==> src/rtl/iccm_ctrl_pkg.sv <==
// iccm_ctrl_pkg: shared types and constants for the ICCM boot loader.
package iccm_ctrl_pkg;

    typedef enum logic [0:0] {
        LOAD = 1'b0,
        DONE = 1'b1
    } iccm_ctrl_state_e;

    localparam logic [31:0] ICCM_END_WORD = 32'h0000_0FFF;

endpackage

==> src/rtl/iccm_ctrl_if.sv <==
// iccm_ctrl_if: write-only port from the boot loader into the ICCM controller.
interface iccm_ctrl_if #(
    parameter int unsigned AddrW = 12
);
    logic [AddrW-1:0] iccm_ctrl_addr;
    logic [31:0]      iccm_ctrl_wdata;
    logic             iccm_ctrl_we;

    modport master (
        output iccm_ctrl_addr,
        output iccm_ctrl_wdata,
        output iccm_ctrl_we
    );

    modport slave (
        input iccm_ctrl_addr,
        input iccm_ctrl_wdata,
        input iccm_ctrl_we
    );
endinterface

==> src/rtl/iccm_ctrl.sv <==
// iccm_ctrl: assembles UART bytes into little-endian ICCM words and holds the core in reset
// until the end marker arrives or memory fills. Define ICCM_CTRL_TIMEOUT_EN for inter-byte timeout.
module iccm_ctrl
    import iccm_ctrl_pkg::*;
#(
    parameter int unsigned AddrW         = 12,
    parameter logic [31:0] EndWord       = ICCM_END_WORD,
    parameter int unsigned TimeoutCycles = 1_000_000
) (
    input  logic           clk_i,
    input  logic           rst_ni,
    input  logic [7:0]     rx_byte_i,
    input  logic           rx_valid_i,
    input  logic           prog_req_i,
    iccm_ctrl_if.master    iccm,
    output logic           prog_rst_ni,
    output logic           full_o,
    output logic [AddrW:0] word_cnt_o
);

    iccm_ctrl_state_e state;
    logic [1:0]       byte_cnt;
    logic [31:0]      asm_q;
    logic [AddrW-1:0] addr_q;
    logic [31:0]      wdata_q;
    logic             we_q;
    logic [31:0]      word;
    logic             timeout;

    assign word = {rx_byte_i, asm_q[31:8]};

    assign iccm.iccm_ctrl_addr  = addr_q;
    assign iccm.iccm_ctrl_wdata = wdata_q;
    assign iccm.iccm_ctrl_we    = we_q;

`ifdef ICCM_CTRL_TIMEOUT_EN
    localparam int unsigned TW = $clog2(TimeoutCycles + 1);

    logic [TW-1:0] idle_cnt;

    assign timeout = (state == LOAD) && (byte_cnt != 2'd0) &&
                     (idle_cnt == TW'(TimeoutCycles - 1));

    always_ff @(posedge clk_i) begin
        if (!rst_ni || state != LOAD || rx_valid_i || byte_cnt == 2'd0 || timeout) begin
            idle_cnt <= '0;
        end else begin
            idle_cnt <= idle_cnt + TW'(1);
        end
    end
`else
    assign timeout = 1'b0 && (TimeoutCycles != 0);
`endif

    always_ff @(posedge clk_i) begin
        if (!rst_ni) begin
            state       <= LOAD;
            byte_cnt    <= '0;
            asm_q       <= '0;
            addr_q      <= '0;
            wdata_q     <= '0;
            we_q        <= 1'b0;
            prog_rst_ni <= 1'b0;
            full_o      <= 1'b0;
            word_cnt_o  <= '0;
        end else begin
            // Write completion runs alongside byte assembly; words are >= 4 cycles apart.
            if (we_q) begin
                we_q       <= 1'b0;
                word_cnt_o <= word_cnt_o + (AddrW + 1)'(1);
                if (addr_q == '1) begin
                    state       <= DONE;
                    full_o      <= 1'b1;
                    prog_rst_ni <= 1'b1;
                end else begin
                    addr_q <= addr_q + AddrW'(1);
                end
            end

            case (state)
                LOAD: begin
                    if (rx_valid_i) begin
                        if (timeout) begin
                            asm_q    <= {rx_byte_i, 24'h0};
                            byte_cnt <= 2'd1;
                        end else begin
                            asm_q    <= word;
                            byte_cnt <= byte_cnt + 2'd1;
                            if (byte_cnt == 2'd3) begin
                                if (word == EndWord) begin
                                    state       <= DONE;
                                    prog_rst_ni <= 1'b1;
                                end else begin
                                    wdata_q <= word;
                                    we_q    <= 1'b1;
                                end
                            end
                        end
                    end else if (timeout) begin
                        byte_cnt <= '0;
                        asm_q    <= '0;
                    end
                end
                DONE: begin
                    if (prog_req_i) begin
                        state       <= LOAD;
                        prog_rst_ni <= 1'b0;
                        addr_q      <= '0;
                        byte_cnt    <= '0;
                        asm_q       <= '0;
                        word_cnt_o  <= '0;
                        full_o      <= 1'b0;
                    end
                end
                default: state <= LOAD;
            endcase
        end
    end

endmodule

==> src/flat_wrapper.sv <==
// flat-port wrapper written by rule: the top's interface ports become plain ports
module iccm_ctrl_flat import iccm_ctrl_pkg::*;
#(
    parameter int unsigned AddrW         = 12,
    parameter logic [31:0] EndWord       = ICCM_END_WORD,
    parameter int unsigned TimeoutCycles = 1_000_000
)
  (clk_i, rst_ni, rx_byte_i, rx_valid_i, prog_req_i, prog_rst_ni, full_o, word_cnt_o, iccm_iccm_ctrl_addr, iccm_iccm_ctrl_wdata, iccm_iccm_ctrl_we);
  iccm_ctrl_if #(.AddrW(AddrW)) iccm_i ();
  input  logic clk_i;
  input  logic rst_ni;
  input  logic [7:0] rx_byte_i;
  input  logic rx_valid_i;
  input  logic prog_req_i;
  output logic prog_rst_ni;
  output logic full_o;
  output logic [AddrW:0] word_cnt_o;
  output wire logic [$bits(iccm_i.iccm_ctrl_addr)-1:0] iccm_iccm_ctrl_addr;
  output wire logic [$bits(iccm_i.iccm_ctrl_wdata)-1:0] iccm_iccm_ctrl_wdata;
  output wire logic [$bits(iccm_i.iccm_ctrl_we)-1:0] iccm_iccm_ctrl_we;
  assign iccm_iccm_ctrl_addr = iccm_i.iccm_ctrl_addr;
  assign iccm_iccm_ctrl_wdata = iccm_i.iccm_ctrl_wdata;
  assign iccm_iccm_ctrl_we = iccm_i.iccm_ctrl_we;
  iccm_ctrl #(.AddrW(AddrW), .EndWord(EndWord), .TimeoutCycles(TimeoutCycles)) u_core (.clk_i(clk_i), .rst_ni(rst_ni), .rx_byte_i(rx_byte_i), .rx_valid_i(rx_valid_i), .prog_req_i(prog_req_i), .iccm(iccm_i), .prog_rst_ni(prog_rst_ni), .full_o(full_o), .word_cnt_o(word_cnt_o));
endmodule
==> config.mk <==
export PLATFORM = sky130hd
export DESIGN_NAME = iccm_ctrl_flat
export DESIGN_NICKNAME = d
export VERILOG_FILES = /design/src/rtl/iccm_ctrl_pkg.sv /design/src/rtl/iccm_ctrl_if.sv /design/src/rtl/iccm_ctrl.sv /design/src/flat_wrapper.sv
export SDC_FILE = /design/constraint.sdc
export NUM_CORES = 1
export LEC_CHECK = 0
export BUFFER_PORTS_ARGS = -buffer_cell sky130_fd_sc_hd__buf_2
export CORE_UTILIZATION = 39
export DETAILED_ROUTE_END_ITERATION = 8
export PLACE_DENSITY = 0.63
export RECOVER_POWER = 25
export SLEW_MARGIN = 10
export SYNTH_ARGS = -nofsm -noshare
export SYNTH_HDL_FRONTEND = slang
export SYNTH_SLANG_ARGS = --single-unit
==> constraint.sdc <==
create_clock -name clk_i -period 1.8 [get_ports clk_i]
set_input_delay 0.27 -clock clk_i [delete_from_list [all_inputs] [get_ports clk_i]]
set_output_delay 0.27 -clock clk_i [all_outputs]
set_load 0.02 [all_outputs]
==> qor.csv <==
stage,metric,value,unit
critical_path,CP Cell Sequence,or4_4 > nor4_4 > a21oi_4 > buf_12 > mux2i_1,
timing,Max Freq,0.560,GHz
finish,synth-to-layout area growth,24.9,%
global_routing,gr usage total,18.2,%
cts,clk slew on worst S/H paths,100,ps
logic_synthesis,Synth Cell Area,3590,um^2
logic_synthesis,Ys Warns,0,
global_routing,largest net degree at the start of global routing,47,
logic_synthesis,Post-Synth Adder-Cell Area,1.04,%
logic_synthesis,net count after synthesis,404,
critical_path,slowest cell on the critical path,or4_4,
finish,Nets,501,
critical_path,crit-path max cell delay,550,ps
finish,"commonest non-fill, non-tap cell in the layout",dfxtp_1,
floorplanning,Core Region,8810,um^2
logic_synthesis,Netlist cell types,36,
timing,final hold slack,170,ps
logic_synthesis,xor-xnor portion of the synthesized cell area,2.68,%
cts,Num CTS Buffers,9,
logic_synthesis,Synth async-reset ratio,0,%
floorplanning,starting density of the core,40.8,%
critical_path,Worst R2R Start,u_core.asm_q[23]$_SDFFE_PN0P_,
timing,worst slew pin tran,555,ps
cts,Post-CTS Setup Bufs,0,
logic_synthesis,number of synthesized flops with an enable pin,0,
timing,endpoints failing hold,0,
floorplanning,die height,98.0,um
route,via count,3146,
critical_path,Reg2Reg Setup Slack,10,ps
cts,CTS Buffer Depth,2,
job,Max-Cap Viols,0,
finish,ANT cells,0,
worst_hold_path,hold path startpoint,rx_byte_i[6],
critical_path,reg2reg end,u_core.iccm.iccm_ctrl_wdata[27]$_SDFFE_PN0P_,
timing,final setup violation count,0,
global_routing,first-pass GRT wire length,14100,um
power_and_ir_drop,pwr/cell area,825,nW/um^2
route,DR iter-0 viols,111,
logic_synthesis,syn_area_per_cell,9.24,um^2
finish,post-route insts no fill,598,
cts,CTS Root Cell,clkbuf_8,
critical_path,Crit Path Class,register to register,
floorplanning,IO Pins,72,
route,DR DRC count,6,
critical_path,Critical Path Fanout Max,18,
timing,max-slew violations,0,
critical_path,endpoint class of the critical path,register,
route,DRT Wirelength,8390,um
finish,register area,1740,um^2
logic_synthesis,#FFs+latches synth,87,
cts,H-tree Lvls,3,
global_routing,number of global-route vias before repair,2995,
run_status,failing checks,DRC,
finish,most frequent cells in the layout,"dfxtp_1, nand2_1, buf_2",
cts,latest clock arrival within the worst-skew pair,360,ps
global_routing,antenna violations before repair,0,
placement,DP Worst Slack,-159,ps
worst_hold_path,WHS Path Cells,3,
logic_synthesis,register area share after synthesis,48.5,%
timing,min cycle time layout,1790,ps
floorplanning,overall die area,9600,um^2
logic_synthesis,Most used DFF post-synth,dfxtp_1,
floorplanning,Core Rows,34,
worst_hold_path,Hold EP,u_core.iccm.iccm_ctrl_wdata[30]$_SDFFE_PN0P_,
critical_path,crit path DAT,2040,ps
logic_synthesis,simple-gate area share of the yosys netlist,23.4,%
timing,PnR worst setup slack,14.3,ps
power_and_ir_drop,P_leak,1.69,nW
placement,DP Cell Count,583,
route,Pre-antenna DRT Iters,7,
critical_path,CP required,2050,ps
critical_path,Startpoint Class,register,
critical_path,crit path buf inv count,1,
finish,fill count,843,
critical_path,CP top delay family,simple AND/OR/NAND/NOR gates,
cts,cts hold-fix bufs,0,
global_routing,GRT overflow,0,
placement,Placer Congestion,0.787,
critical_path,Register-to-Register Path Depth,5,
finish,multi-input logic area,1760,um^2
route,wire length per cell,14.0,um
power_and_ir_drop,VDD IR max,381,uV
logic_synthesis,Syn Inst Count,389,
logic_synthesis,Synth Area in Compound Gates,11.5,%
route,Vias/cell,5.26,
logic_synthesis,mux contribution to synthesized area,9.75,%
placement,I/O Buffers,71,
logic_synthesis,largest family of logic cells by synthesized area,simple AND/OR/NAND/NOR gates,
floorplanning,Die Width,98.0,um
worst_hold_path,worst min-delay path category,input port to register,
timing,final period utilization,99.2,%
finish,share of layout cells above drive strength 1,21.6,%
route,Antenna Violating Nets Remaining,0,
timing,Setup Skew,17.6,ps
timing,RSZ-0062 raised after global routing,true,
cts,CTS tree,yes,
cts,clock sinks,87,
placement,Post-DP HPWL,5870,um
timing,Slew HR,63.0,%
run_status,outcome,finished with violations,
## synthesized netlist by cell type (3+ instances only)
| cell | number | area, um^2 |
|---|---|---|
| a31oi_1 | 4 | 25.0 |
| nand4_1 | 13 | 81.3 |
| or4_1 | 4 | 30.0 |
| buf_6 | 3 | 33.8 |
| a21oi_1 | 10 | 50.1 |
| dfxtp_1 | 87 | 1740 |
| nand3_1 | 5 | 25.0 |
| ha_1 | 3 | 37.5 |
| or3_1 | 3 | 18.8 |
| and4_1 | 3 | 26.3 |
| nor3_1 | 8 | 40.0 |
| clkbuf_1 | 18 | 67.6 |
| xor2_1 | 5 | 43.8 |
| nor2_1 | 21 | 78.8 |
| mux2i_1 | 35 | 350 |
| a22oi_1 | 25 | 188 |
| xnor2_1 | 6 | 52.6 |
| o21ai_0 | 6 | 30.0 |
| nand2_1 | 80 | 300 |
| nor2b_1 | 28 | 175 |
| a41o_1 | 3 | 30.0 |
## flip-flops by register name (all words and copies together) (netlist names), 2 cells and up
name	flops
u_core.iccm.iccm_ctrl_wdata	32
u_core.asm_q	24
u_core.word_cnt_o	13
u_core.iccm.iccm_ctrl_addr	12
u_core.byte_cnt	2
## cells by family after synthesis
logic type / after synthesis
AND/OR/NAND/NOR: 170
XOR/XNOR: 11
flip-flops: 87
adder cells (fa/ha/maj): 3
buffers and inverters: 24
multiplexers: 35
AO/OA/AOI/OAI: 59
## through the flow
step / instance area, um^2 / TNS [ps] / util [%] / power, mW
finish: 4490 / 0 / 51.0 / 3.70
floorplan: 3590 / 0 / - / 2.14
detailed placement: 4290 / -4470 / 48.7 / 2.23
global placement: 4290 / -3030 / 48.7 / 2.23
CTS: 4510 / -3.67 / 51.3 / 3.74
global route: 4490 / -681 / 51.0 / 3.85
## layer usage
layer / part of all wire (%) / global-route usage, %
met5: 0 / 0
met4: 1.1 / 4.90
met3: 4.8 / 4.51
met2: 49 / 32.2
met1: 45 / 21.9
## worst register-to-register path, delay by kind of cell (launching register included)
kind / cells / cell delay, ps
buf+inv: 1 / 180
mux: 1 / 140
flops: 1 / 330
simple gates: 2 / 920
compound gates: 1 / 130
## repair_timing
action / CTS / global route
gates resized for setup: 3 / 2
pin swaps: 2 / 1
setup endpoints to repair: 32 / 30
## how the worst max path moves through the flow
stage          slack, ps  cells past startpoint                                            to                          start
2_1_floorplan         30                      5  u_core.iccm.iccm_ctrl_wdata[10]$_SDFFE_PN0P_  u_core.asm_q[23]$_SDFFE_PN0P_
3_3_place_gp        -100                      6  u_core.iccm.iccm_ctrl_wdata[22]$_SDFFE_PN0P_                   rx_byte_i[7]
3_5_place_dp        -160                      6  u_core.iccm.iccm_ctrl_wdata[27]$_SDFFE_PN0P_                   rx_byte_i[7]
4_1_cts               -2                      5  u_core.iccm.iccm_ctrl_wdata[31]$_SDFFE_PN0P_  u_core.asm_q[23]$_SDFFE_PN0P_
5_1_grt              -60                      5  u_core.iccm.iccm_ctrl_wdata[31]$_SDFFE_PN0P_  u_core.asm_q[20]$_SDFFE_PN0P_
6_report              10                      5  u_core.iccm.iccm_ctrl_wdata[27]$_SDFFE_PN0P_  u_core.asm_q[23]$_SDFFE_PN0P_
## power by group
group	internal, mW	switching [mW]	leakage (nW)
registers	1.95	0.0159	0.704
clock network	0.789	0.723	0.112
logic	0.0995	0.128	0.873
## area by class of cell
type,count,share of cell area [%]
Timing Repair Buffer,108,13.9
Clock buffer,9,2.76
Tap cell,108,3.01
Sequential cell,87,38.9
Clock inverter,6,2.09
Inverter,2,0.167
Multi-Input combinational cell,278,39.2
No activity file was read; power rests on OpenSTA's default activity.
